File: config.mk
export PLATFORM = sky130hd
export DESIGN_NAME = xvga_timing
export DESIGN_NICKNAME = d
export VERILOG_FILES = /design/src/rtl/xvga_timing.sv
export SDC_FILE = /design/constraint.sdc
export NUM_CORES = 1
export LEC_CHECK = 0
export ABC_AREA = 1
export CORE_MARGIN = 1.5
export CORE_UTILIZATION = 23
export DETAILED_ROUTE_END_ITERATION = 7
export SETUP_SLACK_MARGIN = 0.02
export SLEW_MARGIN = 20
export SYNTH_ARGS = -nofsm -noshare
export SYNTH_HDL_FRONTEND = slang
export SYNTH_SLANG_ARGS = --single-unit
File: constraint.sdc
create_clock -name vclock -period 3 [get_ports vclock]
set_input_delay 0.45 -clock vclock [delete_from_list [all_inputs] [get_ports vclock]]
set_output_delay 0.45 -clock vclock [all_outputs]
set_load 0.05 [all_outputs]
File: src/rtl/xvga_timing.sv
// xvga_timing: raster timing generator for the 1024x768@60 (65 MHz) display path.
// Drives hcount/vcount beam coordinates plus registered hsync/vsync/blank/frame_start.
// Sync outputs can be delayed by SYNC_DELAY clocks to match downstream pixel latency.
// Optional feature: define XVGA_FRAME_CNT_EN to add the 16-bit frame_count output.
module xvga_timing #(
    parameter int H_ACTIVE   = 1024,
    parameter int H_FP       = 24,
    parameter int H_SYNC     = 136,
    parameter int H_BP       = 160,
    parameter int V_ACTIVE   = 768,
    parameter int V_FP       = 3,
    parameter int V_SYNC     = 6,
    parameter int V_BP       = 29,
    parameter int SYNC_DELAY = 0
) (
    input  logic        vclock,
    input  logic        reset_n,
    output logic [10:0] hcount,
    output logic [9:0]  vcount,
    output logic        hsync,
    output logic        vsync,
    output logic        blank,
    output logic        frame_start
`ifdef XVGA_FRAME_CNT_EN
    ,
    output logic [15:0] frame_count
`endif
);

    localparam int H_TOTAL = H_ACTIVE + H_FP + H_SYNC + H_BP;
    localparam int V_TOTAL = V_ACTIVE + V_FP + V_SYNC + V_BP;

    // Fixed-width decode thresholds so every comparison is 11/10 bits wide.
    localparam logic [10:0] H_LAST   = 11'(H_TOTAL - 1);
    localparam logic [10:0] H_ACT_L  = 11'(H_ACTIVE);
    localparam logic [10:0] HS_START = 11'(H_ACTIVE + H_FP);
    localparam logic [10:0] HS_END   = 11'(H_ACTIVE + H_FP + H_SYNC - 1);
    localparam logic [9:0]  V_LAST   = 10'(V_TOTAL - 1);
    localparam logic [9:0]  V_ACT_L  = 10'(V_ACTIVE);
    localparam logic [9:0]  VS_START = 10'(V_ACTIVE + V_FP);
    localparam logic [9:0]  VS_END   = 10'(V_ACTIVE + V_FP + V_SYNC - 1);

    // Count widths are fixed; reject timings that cannot be represented.
    if (H_TOTAL > 2048) begin : g_h_range_chk
        $error("xvga_timing: H_TOTAL exceeds the 11-bit hcount range");
    end
    if (V_TOTAL > 1024) begin : g_v_range_chk
        $error("xvga_timing: V_TOTAL exceeds the 10-bit vcount range");
    end
    if (SYNC_DELAY < 0 || SYNC_DELAY > 15) begin : g_dly_range_chk
        $error("xvga_timing: SYNC_DELAY must be within 0..15");
    end

    typedef struct packed {
        logic hs;
        logic vs;
        logic blank;
        logic fs;
    } sync_t;

    // Idle value of every delay stage: syncs inactive, not blanked, no pulse.
    localparam sync_t SYNC_RST = '{hs: 1'b1, vs: 1'b1, blank: 1'b0, fs: 1'b0};

    logic [10:0] h_q, h_d;
    logic [9:0]  v_q, v_d;
    logic        h_wrap;
    sync_t       sync_d;
    // Stage 0 lines up with the counters; stage N lags them by N clocks.
    sync_t       sync_q [0:SYNC_DELAY];

    // Next beam position: hcount steps every clock, vcount steps on line wrap.
    always_comb begin
        h_wrap = (h_q == H_LAST);
        h_d    = h_wrap ? 11'd0 : h_q + 11'd1;
        v_d    = v_q;
        if (h_wrap) begin
            v_d = (v_q == V_LAST) ? 10'd0 : v_q + 10'd1;
        end
    end

    // Decode from the next-state position so the registered syncs match the counters.
    always_comb begin
        sync_d.hs    = !((h_d >= HS_START) && (h_d <= HS_END));
        sync_d.vs    = !((v_d >= VS_START) && (v_d <= VS_END));
        sync_d.blank = (h_d >= H_ACT_L) || (v_d >= V_ACT_L);
        sync_d.fs    = (h_d == 11'd0) && (v_d == 10'd0);
    end

    // Beam counters and the sync delay line; everything clears asynchronously.
    always_ff @(posedge vclock or negedge reset_n) begin
        if (!reset_n) begin
            h_q <= '0;
            v_q <= '0;
            for (int i = 0; i <= SYNC_DELAY; i++) begin
                sync_q[i] <= SYNC_RST;
            end
        end else begin
            h_q       <= h_d;
            v_q       <= v_d;
            sync_q[0] <= sync_d;
            for (int i = 1; i <= SYNC_DELAY; i++) begin
                sync_q[i] <= sync_q[i-1];
            end
        end
    end

    assign hcount      = h_q;
    assign vcount      = v_q;
    assign hsync       = sync_q[SYNC_DELAY].hs;
    assign vsync       = sync_q[SYNC_DELAY].vs;
    assign blank       = sync_q[SYNC_DELAY].blank;
    assign frame_start = sync_q[SYNC_DELAY].fs;

`ifdef XVGA_FRAME_CNT_EN
    logic [15:0] frame_cnt_q;

    // Count completed frames on the edge that returns the undelayed beam to (0,0).
    always_ff @(posedge vclock or negedge reset_n) begin
        if (!reset_n) begin
            frame_cnt_q <= '0;
        end else if (h_wrap && (v_q == V_LAST)) begin
            frame_cnt_q <= frame_cnt_q + 16'd1;
        end
    end

    assign frame_count = frame_cnt_q;
`endif

endmodule
# Word-level counts from Yosys, hierarchy flattened
# Cells that the tools add are included.
dict set report classes {
  n_eq_ne 2
  magnitude_cmp 6
  n_addsub 2
  mux 3
  reduce_logical 8
}
# cell count
set ops {}
lappend ops {{11-bit greater-or-equal comparator, second input constant} 2}
lappend ops {{10-bit greater-or-equal comparator, second input constant} 2}
lappend ops {{10-bit 2-to-1 mux} 2}
lappend ops {{11-bit by 1-bit adder with 11-bit output, second input constant} 1}
lappend ops {{11-bit equality test, second input constant} 1}
lappend ops {{11-bit less-or-equal comparator, second input constant} 1}
lappend ops {{11-bit logical NOT} 1}
lappend ops {{11-bit 2-to-1 mux} 1}
lappend ops {{10-bit by 1-bit adder with 10-bit output, second input constant} 1}
lappend ops {{10-bit equality test, second input constant} 1}
lappend ops {{10-bit less-or-equal comparator, second input constant} 1}
lappend ops {{10-bit logical NOT} 1}
lappend ops {{1-bit logical AND} 3}
lappend ops {{1-bit logical NOT} 2}
lappend ops {{1-bit logical OR} 1}
dict set report totals {
  wordCells 27
  regBits 25
  output_inout_bits 25
}

# Depth between registers and ports, before layout
dict set report logic_depth {
  ltp_word 6
  depth_mapped 12
}

# Worst setup path before layout
# OpenSTA, ideal clock, no wires.
dict set report synth_path {
  path_type {reg-to-reg}
  from {reg h_q[0], in the netlist hcount[0]}
  to {reg sync_q, in the netlist frame_start}
  stages_incl_launch_ff 13
  setup_ns 0.080
  arrival_time_ns 2.057
  synth_period_minus_slack_ns 2.137
  n_path_buf 1
  slack_ns 0.863
  required_time_ns 2.920
  path_cell_list {dfrtp_1 > ha_1 > nand2_2 > nor2_4 > nand2_2 > nor2_4 > buf_6 > nand2_1 > nand2_1 > nand2_1 > nor2_1 > nand3_1 > nor3_2}
}
# element line_no
set synth_rtl {}
lappend synth_rtl {{start: declaration} 64} ;# logic [10:0] h_q, h_d;
lappend synth_rtl {{start signal: assignment} 92} ;# h_q <= '0;
lappend synth_rtl {{start signal: assignment} 98} ;# h_q <= h_d;
lappend synth_rtl {{end signal: indexed assignment} 102} ;# sync_q[i] <= sync_q[i-1];
lappend synth_rtl {{end: declaration} 69} ;# sync_t sync_q [0:SYNC_DELAY];

==> flow_summary.ini <==
[yosys]
synthCells = 219
yosys_warnings = 0
ys_ff_latch = 25
synth_top_area_cell = dfrtp_1
synthesis.nets = 226
yosysTopAreaCellShare_pct = 36.2
ys_seq_area_share_pct = 39.6
synth_most_common_cell = nand2_1
synth_area_per_cell_um2 = 7.25
syn_area_um2 = 1590
synth_common_cells = nand2_1, inv_1, nand3_1, dfrtp_1, nor2_1
synthFlopType = dfrtp_1
synth_edf_count = 0
synth.distinct_cells = 25
async_reset_ff_share_pct = 100
synthTopCellsByArea = dfrtp_1, nand2_1, nand3_1, inv_1, nor2_1

[drt]
routed_via_density = 4.48
drc = 0
via_count = 1475
wire_per_inst_um = 11.9
drt-total-wl_um = 3920
drtPass1Iterations = 4
postRouteAntennaNets = 0
first_iter_violations = 78

[global_route]
grt_pass1_vias = 1452
grt_max_degree = 26
grt_usage_pct = 11.4
grt_first_pass_wirelength_um = 6640
grt.overflow.total = 0
antenna_found_initial = 0

[sta]
setup_ws_ps = 861
fin_crit_sh_pct = 71.3
fin_worst_skew_ps = 4.49
relSlewSlack_pct = 66.0
rsz0062_at_grt = false
hold_viol = 0
max_freq_mhz = 467
final_max_slew_viol_count = 0
fin_setup_tns_ps = 0
finalCriticalPeriod_ps = 2140
worstMarginPinSlew_ps = 508
final-setup-viol-count = 0

[final_layout]
syn2layout_area_growth_pct = 25.5
final_cells = 329
utilization_pct = 29.7
antenna_cells = 0
fillers = 730
layout.nets = 257
layout-drive-gt1-share_pct = 9.24

[clock_network]
ctsResizeCount = 0
cts.path.max_buffers = 2
postCtsHoldBufs = 0
clk_pin_slew_ps = 90
insertion_delay_ps = 270
clock_sinks = 25
cts_setup_buffers = 0
cts-root-buf = clkbuf_8
cts_buffers = 3
htreeDepth = 1
cts_tree = built

[placed_design]
port_buffers = 26
dp.cells = 325
post-place-ws_ps = 842
routabilityCongestion = 0.811
dpl.hpwl_um = 3000

[run_status]
status = finished clean

[floorplan]
fp.dieW_um = 86.1
io-pin-count = 27
fp.dieArea_um2 = 7410
die_h_um = 86.1
rows = 30
start_util_pct = 23.6
coreArea_um2 = 6720

[worst_setup_path]
crit_type = reg2reg
endpoint_kind = register
crit_path_max_fanout = 15
regToRegSetupSlack_ps = 860
crit_required_ps = 3200
start_kind = register
arrival_ps = 2340
ff2ff_path_depth = 9

[power_and_ir_drop]
ir_drop_mv = 0.138
power_density_nw_per_um2 = 278
power_leakage_nw = 1.04

[job]
maxCapViolations = 0

[worst_hold_path]
worstHoldPathType = in2async
layer usage:
layer / GRT usage, % / wire length (um)
met5: 0 / 0
met3: 2.21 / 180
met2: 18.9 / 1820
met1: 14.8 / 1850
met4: 3.81 / 66
layout by cell type, fill, tap and decap left out:
cell	netlist	routed
o21ai_2	1	1
o21bai_1	2	2
xor2_1	2	2
o21ai_0	2	2
ha_1	5	5
dfstp_2	2	2
dfrtp_1	23	23
nor3_2	1	1
or2_2	1	1
clkbuf_8	0	3
nand2_2	3	3
a21oi_1	1	1
nor2_2	3	3
nand3_2	1	1
nand2_4	1	1
clkinvlp_4	0	1
clkdlybuf4s50_1	0	26
nand3b_1	2	2
nor2_4	4	4
buf_4	0	1
a21oi_4	1	1
o21ai_1	1	1
nand3_1	33	33
inv_1	38	38
nor3_1	3	3
nand2_1	60	60
nor2_1	20	20
nand4_1	8	8
cell type report:
class / instances / area (um^2) / area share (%)
tap: 80 / 100 / 5.02
multi-input combinational: 155 / 806 / 40.4
inverter: 38 / 143 / 7.16
clock inverter: 1 / 7.51 / 0.377
sequential: 25 / 628 / 31.5
clock buffer: 3 / 41.3 / 2.07
timing repair buffer: 27 / 268 / 13.4
where the power goes:
group | switching (mW) | internal (mW)
logic | 0.00657 | 0.00199
registers | 0 | 0.337
clock network | 0.114 | 0.0942
stage by stage:
step	power [mW]	hold slack (ps)	cell area, um^2
after floorplan	0.343	154	1590
after global placement	0.353	626	1940
after detailed placement	0.353	610	1940
after CTS	0.566	536	1990
after global routing	0.584	562	1990
final	0.554	529	1990
cells by family after synthesis:
kind of cell	count (synthesis)	synth area share, %
flip-flops	25	39.6
adder cells (fa/ha/maj)	5	3.94
AO/OA/AOI/OAI	8	3.78
AND/OR/NAND/NOR	140	41.9
XOR/XNOR	2	1.10
buffers and inverters	39	9.69
critical path, cell delays in order, from the launching register on:
cell and delay (ps):
dfrtp_1 520, ha_1 280, nand2_2 80, nor2_4 100, nand2_2 80, nor2_4 340, nand2_1 90, o21ai_1 230
nand3_1 150, nor3_2 180
state kept, by name, indices dropped and copies added, names as in the netlist:
register,cells
vsync,1
frame_start,1
hcount,11
hsync,1
blank,1
vcount,10
path summary, 6_finish.rpt:
kind                                          to                 from
max                        frame_start$_DFF_PN0_  hcount[0]$_DFF_PN0_
min                          hcount[6]$_DFF_PN0_              reset_n
max reg2reg                frame_start$_DFF_PN0_  hcount[0]$_DFF_PN0_
min reg2reg                  hcount[9]$_DFF_PN0_  hcount[9]$_DFF_PN0_
max in group asynchronous        vsync$_DFF_PN1_              reset_n
min in group vclock          hcount[9]$_DFF_PN0_  hcount[9]$_DFF_PN0_
(Power assumes the default switching activity.)
